File: src/rtl/fifo_pkg.sv
// Shared FIFO helpers: default geometry and Gray/binary pointer conversions.
// The conversion functions operate on the widest legal pointer. Callers
// zero-extend into them and size-cast the result back to their own width.
// Leading zeros do not change the low bits of either conversion, so one
// function body serves every ADDR_WIDTH in the legal range.
package fifo_pkg;

  localparam int FIFO_ADDR_WIDTH_DEFAULT = 3;
  localparam int FIFO_ADDR_WIDTH_MAX     = 12;
  localparam int FIFO_PTR_MAX_W          = FIFO_ADDR_WIDTH_MAX + 1;

  function automatic logic [FIFO_PTR_MAX_W-1:0] bin2gray(
    input logic [FIFO_PTR_MAX_W-1:0] bin
  );
    return bin ^ (bin >> 1);
  endfunction

  function automatic logic [FIFO_PTR_MAX_W-1:0] gray2bin(
    input logic [FIFO_PTR_MAX_W-1:0] gray
  );
    logic [FIFO_PTR_MAX_W-1:0] bin;
    bin[FIFO_PTR_MAX_W-1] = gray[FIFO_PTR_MAX_W-1];
    for (int i = FIFO_PTR_MAX_W - 2; i >= 0; i--) begin
      bin[i] = bin[i+1] ^ gray[i];
    end
    return bin;
  endfunction

endpackage

File: src/rtl/fifo_wr_ctrl_param_if.sv
// Write-side bundle of the async FIFO: producer request, synchronised read
// pointer, almost-full threshold and overflow clear toward the controller,
// and RAM write port, Gray pointer and status flags back from it.
interface fifo_wr_ctrl_param_if #(
  parameter int ADDR_WIDTH = fifo_pkg::FIFO_ADDR_WIDTH_DEFAULT
);

  logic                  winc;
  logic [ADDR_WIDTH:0]   wq2_rptr;
  logic [ADDR_WIDTH:0]   afull_thresh;
  logic                  ovf_clr;
  logic                  wclken;
  logic [ADDR_WIDTH-1:0] waddr;
  logic [ADDR_WIDTH:0]   wptr;
  logic                  wfull;
  logic                  walmost_full;
  logic [ADDR_WIDTH:0]   wfill;
  logic                  wovf;

  // Producer / environment side.
  modport master (
    output winc, wq2_rptr, afull_thresh, ovf_clr,
    input  wclken, waddr, wptr, wfull, walmost_full, wfill, wovf
  );

  // Write controller side.
  modport slave (
    input  winc, wq2_rptr, afull_thresh, ovf_clr,
    output wclken, waddr, wptr, wfull, walmost_full, wfill, wovf
  );

endinterface

File: src/rtl/fifo_wr_ctrl_param.sv
// Write-domain controller of the async FIFO. It holds the binary write
// pointer, publishes its Gray form for the read domain, and derives the
// full, almost-full, fill-level and sticky overflow flags from the read
// pointer after that pointer has been synchronised into the write domain.
module fifo_wr_ctrl_param
  import fifo_pkg::*;
#(
  parameter int ADDR_WIDTH = FIFO_ADDR_WIDTH_DEFAULT
) (
  input  logic                W_CLK,
  input  logic                W_RST,
  fifo_wr_ctrl_param_if.slave wr_if
);

  localparam int PTR_W = ADDR_WIDTH + 1;

  logic [PTR_W-1:0] wbin_q;
  logic [PTR_W-1:0] wbin_d;
  logic [PTR_W-1:0] wptr_q;
  logic [PTR_W-1:0] wptr_d;
  logic [PTR_W-1:0] wfill_q;
  logic [PTR_W-1:0] wfill_d;
  logic [PTR_W-1:0] rbin_s;
  logic [PTR_W-1:0] full_gray_s;
  logic             wr_en_s;
  logic             wfull_q;
  logic             wfull_d;
  logic             walmost_full_q;
  logic             walmost_full_d;
  logic             wovf_q;
  logic             wovf_d;

  // Next-state: accept/advance, Gray pointer, full/fill/almost-full, overflow.
  always_comb begin
    wr_en_s = wr_if.winc & ~wfull_q;
    wbin_d  = wbin_q + PTR_W'(wr_en_s);
    wptr_d  = PTR_W'(bin2gray(FIFO_PTR_MAX_W'(wbin_d)));
    rbin_s  = PTR_W'(gray2bin(FIFO_PTR_MAX_W'(wr_if.wq2_rptr)));
    // In Gray code, "exactly DEPTH ahead" means the two MSBs are inverted
    // and the other bits are equal.
    full_gray_s = {~wr_if.wq2_rptr[PTR_W-1:PTR_W-2], wr_if.wq2_rptr[PTR_W-3:0]};
    wfull_d     = (wptr_d == full_gray_s);
    // Modular difference. It stays within 0..DEPTH because the writer is
    // blocked when full.
    wfill_d        = wbin_d - rbin_s;
    walmost_full_d = (wfill_d >= wr_if.afull_thresh);
    // A write attempted while full takes priority over a simultaneous clear.
    if (wr_if.winc & wfull_q) begin
      wovf_d = 1'b1;
    end else if (wr_if.ovf_clr) begin
      wovf_d = 1'b0;
    end else begin
      wovf_d = wovf_q;
    end
  end

  // State registers with asynchronous active-low reset.
  always_ff @(posedge W_CLK or negedge W_RST) begin
    if (!W_RST) begin
      wbin_q         <= '0;
      wptr_q         <= '0;
      wfill_q        <= '0;
      wfull_q        <= 1'b0;
      walmost_full_q <= 1'b0;
      wovf_q         <= 1'b0;
    end else begin
      wbin_q         <= wbin_d;
      wptr_q         <= wptr_d;
      wfill_q        <= wfill_d;
      wfull_q        <= wfull_d;
      walmost_full_q <= walmost_full_d;
      wovf_q         <= wovf_d;
    end
  end

  assign wr_if.wclken       = wr_en_s;
  assign wr_if.waddr        = wbin_q[ADDR_WIDTH-1:0];
  assign wr_if.wptr         = wptr_q;
  assign wr_if.wfull        = wfull_q;
  assign wr_if.walmost_full = walmost_full_q;
  assign wr_if.wfill        = wfill_q;
  assign wr_if.wovf         = wovf_q;

endmodule
File: src/flat_wrapper.sv
// flat-port wrapper written by rule: the top's interface ports become plain ports
module fifo_wr_ctrl_param_flat import fifo_pkg::*;
#(
  parameter int ADDR_WIDTH = FIFO_ADDR_WIDTH_DEFAULT
)
  (W_CLK, W_RST, wr_if_winc, wr_if_wq2_rptr, wr_if_afull_thresh, wr_if_ovf_clr, wr_if_wclken, wr_if_waddr, wr_if_wptr, wr_if_wfull, wr_if_walmost_full, wr_if_wfill, wr_if_wovf);
  fifo_wr_ctrl_param_if #(.ADDR_WIDTH(ADDR_WIDTH)) wr_if_i ();
  input  logic W_CLK;
  input  logic W_RST;
  input wire logic [$bits(wr_if_i.winc)-1:0] wr_if_winc;
  input wire logic [$bits(wr_if_i.wq2_rptr)-1:0] wr_if_wq2_rptr;
  input wire logic [$bits(wr_if_i.afull_thresh)-1:0] wr_if_afull_thresh;
  input wire logic [$bits(wr_if_i.ovf_clr)-1:0] wr_if_ovf_clr;
  output wire logic [$bits(wr_if_i.wclken)-1:0] wr_if_wclken;
  output wire logic [$bits(wr_if_i.waddr)-1:0] wr_if_waddr;
  output wire logic [$bits(wr_if_i.wptr)-1:0] wr_if_wptr;
  output wire logic [$bits(wr_if_i.wfull)-1:0] wr_if_wfull;
  output wire logic [$bits(wr_if_i.walmost_full)-1:0] wr_if_walmost_full;
  output wire logic [$bits(wr_if_i.wfill)-1:0] wr_if_wfill;
  output wire logic [$bits(wr_if_i.wovf)-1:0] wr_if_wovf;
  assign wr_if_i.winc = wr_if_winc;
  assign wr_if_i.wq2_rptr = wr_if_wq2_rptr;
  assign wr_if_i.afull_thresh = wr_if_afull_thresh;
  assign wr_if_i.ovf_clr = wr_if_ovf_clr;
  assign wr_if_wclken = wr_if_i.wclken;
  assign wr_if_waddr = wr_if_i.waddr;
  assign wr_if_wptr = wr_if_i.wptr;
  assign wr_if_wfull = wr_if_i.wfull;
  assign wr_if_walmost_full = wr_if_i.walmost_full;
  assign wr_if_wfill = wr_if_i.wfill;
  assign wr_if_wovf = wr_if_i.wovf;
  fifo_wr_ctrl_param #(.ADDR_WIDTH(ADDR_WIDTH)) u_core (.W_CLK(W_CLK), .W_RST(W_RST), .wr_if(wr_if_i));
endmodule
File: config.mk
export PLATFORM = sky130hd
export DESIGN_NAME = fifo_wr_ctrl_param_flat
export DESIGN_NICKNAME = d
export VERILOG_FILES = /design/src/rtl/fifo_pkg.sv /design/src/rtl/fifo_wr_ctrl_param_if.sv /design/src/rtl/fifo_wr_ctrl_param.sv /design/src/flat_wrapper.sv
export SDC_FILE = /design/constraint.sdc
export NUM_CORES = 1
export LEC_CHECK = 0
export ABC_CLOCK_PERIOD_IN_PS = 3300
export CAP_MARGIN = 10
export CORE_AREA = 2 2 45 47
export CTS_CLUSTER_DIAMETER = 200
export CTS_CLUSTER_SIZE = 28
export DETAILED_ROUTE_END_ITERATION = 16
export DIE_AREA = 0 0 47 49
export HOLD_SLACK_MARGIN = 0.03
export PLACE_DENSITY = 0.76
export SYNTH_ARGS = -nofsm -noshare
export SYNTH_HDL_FRONTEND = slang
export SYNTH_SLANG_ARGS = --single-unit
File: constraint.sdc
create_clock -name W_CLK -period 3.3 [get_ports W_CLK]
set_clock_uncertainty 0.2 [all_clocks]
set_input_delay 0.33 -clock W_CLK [delete_from_list [all_inputs] [get_ports W_CLK]]
set_output_delay 0.33 -clock W_CLK [all_outputs]
set_load 0.05 [all_outputs]
==> results.tsv <==
stage	metric	value	unit
critical_path	cp_cell_sequence	clkdlybuf4s50_1 > xnor2_1 > xor2_1 > xnor2_1 > ha_1 > inv_1 > fa_1 > ha_1 > a21o_1 > a21o_1 > a21o_1	
sta	min_period	3000	ps
synth	synth_most_common_cell	dfrtp_1	
global_routing	grt.met2_usage	24.0	%
layout	layout-area-overhead-vs-synth	50.8	%
synth	ys_warn_count	0	
layout	nets	121	
synth	synth_nets	85	
critical_path	cp-end-kind	flop	
cts	root_buffer	clkbuf_4	
route	wl_per_cell	10.9	microns
critical_path	cp_common_cell	a21o_1	
layout	diodes	0	
cts	clk_latency	270	ps
sta	setup_violations	0	
global_routing	grt-busiest-layer	met2	
layout	multiInputGateArea	363	sq um
synth	netlist_area	739	sq um
global_routing	met3_usage	2.22	%
outcome	status	completed	
synth	synth_simple_gate_area_share	6.43	%
global_routing	met1_usage	18.3	%
sta	drv_slew	0	
synth	synth_top_family_by_area	adder cells	
die	rows	16	
synth	post_synth_xor_area_fraction	17.6	%
cts	post-cts-setup-buffer-count	0	
global_routing	grt_max_degree	15	
cts	clock-sinks	14	
cts	cts_tree	built	
synth	synthMuxAreaShare	0	%
synth	ys_seq_area_share	47.4	%
synth	yosys-top-cells-count	14 x dfrtp_1, 9 x ha_1, 9 x inv_1	
route	drt_iter0_drc	0	
route	drtPass1Iterations	1	
critical_path	reg2reg_from	u_core.wr_if.wfull	
critical_path	crit_family	adder cells	
cts	clockBufferDepth	2	
die	die_h	49	microns
synth	synth_area_leaders	dfrtp_1 47%, ha_1 15%, xnor2_1 8.3%	
cts	htreeDepth	1	
route	post-route-drc-count	0	
critical_path	critPathSlowestCell	fa_1	
critical_path	r2r_setup_slack	480	ps
cts	postCtsResizedCells	0	
critical_path	r2r_cells	12	
cts	clk_transition_reported_paths	80	ps
synth	synth-compound-area-share	6.09	%
die	start_util	40.1	%
route	routed_wl	1370	microns
global_routing	grt_pass1_wl	2420	microns
route	vias	552	
synth	yosys.cell_types.count	16	
placement	place.gp.congestion	0.732	
placement	portBuffers	26	
die	io_pins	27	
sta	finalCritPeriodShare	90.9	%
die	core_area	1840	sq um
synth	synth_cells	63	
global_routing	grt_overflow	0	
critical_path	crit_arrival	2960	ps
critical_path	path_class	in2reg	
global_routing	grt_antenna_before_repair	0	
critical_path	cp-start-kind	input pin	
critical_path	cp_num_buf_inv	2	
global_routing	grt_pass1_vias	548	
sta	rsz0062_at_grt	no	
min_path	hold_path.class	in2async	
die	dieArea	2300	sq um
critical_path	crit_required	3260	ps
layout	seq_area	350	sq um
sta	worstMarginPinSlew	607	ps
global_routing	track_usage	14.5	%
route	antenna_left	0	
critical_path	r2r_end	u_core.wr_if.walmost_full	
synth	synth_top_area_share	47.4	%
synth	ys_ff_latch	14	
job	max-cap-violations	0	
sta	fmax	333	MHz
critical_path	crit_path_max_incr_delay	480	ps
synth	synthAdderAreaFrac	17.9	%
sta	hold_violations	0	
layout	fillCellCount	166	
critical_path	cp_max_fo	2	
route	viasPerCell	4.42	
synth	synth_area_leader_cell	dfrtp_1	
synth	avgSynthCellArea	11.7	sq um
sta	setup-tns-final	0	ps
synth	ys_async_sr_fraction	100	%
cts	cts_hold_buf	0	
synth	synth_flop_cell	dfrtp_1	
cts	cts-buffers-inserted	3	
layout	drive_above_1_share	11.2	%
die	die_w	47	microns
placement	place_hpwl	1190	microns
synth	synth_edf_count	0	
sta	slew_headroom	59.4	%
metrics by stage:
step | area, sq um | instances | hold WS, ps | utilization, % | setup slack, ps
after floorplan | 747 | 63 | -166 | - | 60.8
after global placement | 1080 | 121 | 324 | 58.6 | 45.9
after detailed placement | 1080 | 121 | 331 | 58.6 | 6.45
after CTS | 1110 | 125 | 248 | 60.5 | 286
after global routing | 1110 | 125 | 287 | 60.5 | 113
final | 1110 | 125 | 237 | 60.5 | 300
worst reg2reg max path, stage by stage (launching register included):
cell,delay [ps]
dfrtp_1,420
nor2b_4,60
ha_1,200
ha_1,220
xnor2_2,180
inv_1,100
ha_1,320
a21oi_1,150
o21ai_0,110
xor2_1,160
xnor2_1,190
ha_1,260
a21o_1,160
registers in the layout, summed over array words and instances, names as in the netlist:
signal,cells
u_core.wr_if.wptr,3
u_core.wbin_q,4
u_core.wr_if.wfill,4
u_core.wr_if.wfull,1
u_core.wr_if.walmost_full,1
u_core.wr_if.wovf,1
final cells by class:
class,count,share of cell area [%]
Multi-Input combinational cell,40,32.5
Inverter,9,3.03
Clock buffer,4,3.25
Sequential cell,14,31.4
Tap cell,27,3.03
Timing Repair Buffer,31,26.7
logic make-up after synthesis:
logic type	count (synthesis)
DFF	14
AOI/OAI and AO/OA	7
buffers and inverters	9
adders and majority gates	10
and+or+nand+nor	9
xor gates and xnor gates	14
metal layers:
layer | routed length [microns] | up-vias
li1 | - | 274
met1 | 613 | 261
met2 | 700 | 17
met3 | 54 | 0
met4 | 0 | 0
met5 | 0 | -
placed cells by master (no fill, tap or decap), drive strengths merged:
cell,synthesis,routed
a21o,3,3
a21oi,1,1
a22oi,1,1
buf,0,5
clkbuf,0,4
clkdlybuf4s50,0,26
dfrtp,14,14
fa,1,1
ha,9,9
inv,9,9
nand2,2,2
nand2b,1,1
nand3,3,3
nor2b,1,1
o21ai,2,2
or3,2,2
xnor2,8,8
xor2,6,6
worst max path at each step:
stage,startpoint,to,cells after the start
after floorplan,u_core.wr_if.wfull,u_core.wr_if.walmost_full,12
after global placement,wr_if_wq2_rptr[3],u_core.wr_if.walmost_full,11
after detailed placement,wr_if_wq2_rptr[2],u_core.wr_if.walmost_full,11
after CTS,wr_if_wq2_rptr[2],u_core.wr_if.walmost_full,11
after global routing,wr_if_wq2_rptr[2],u_core.wr_if.walmost_full,11
final,wr_if_wq2_rptr[2],u_core.wr_if.walmost_full,11
Power is left out: the tool's default activity adds up to more than one toggle a clock period on the data nets, which glitch-free logic cannot reach.
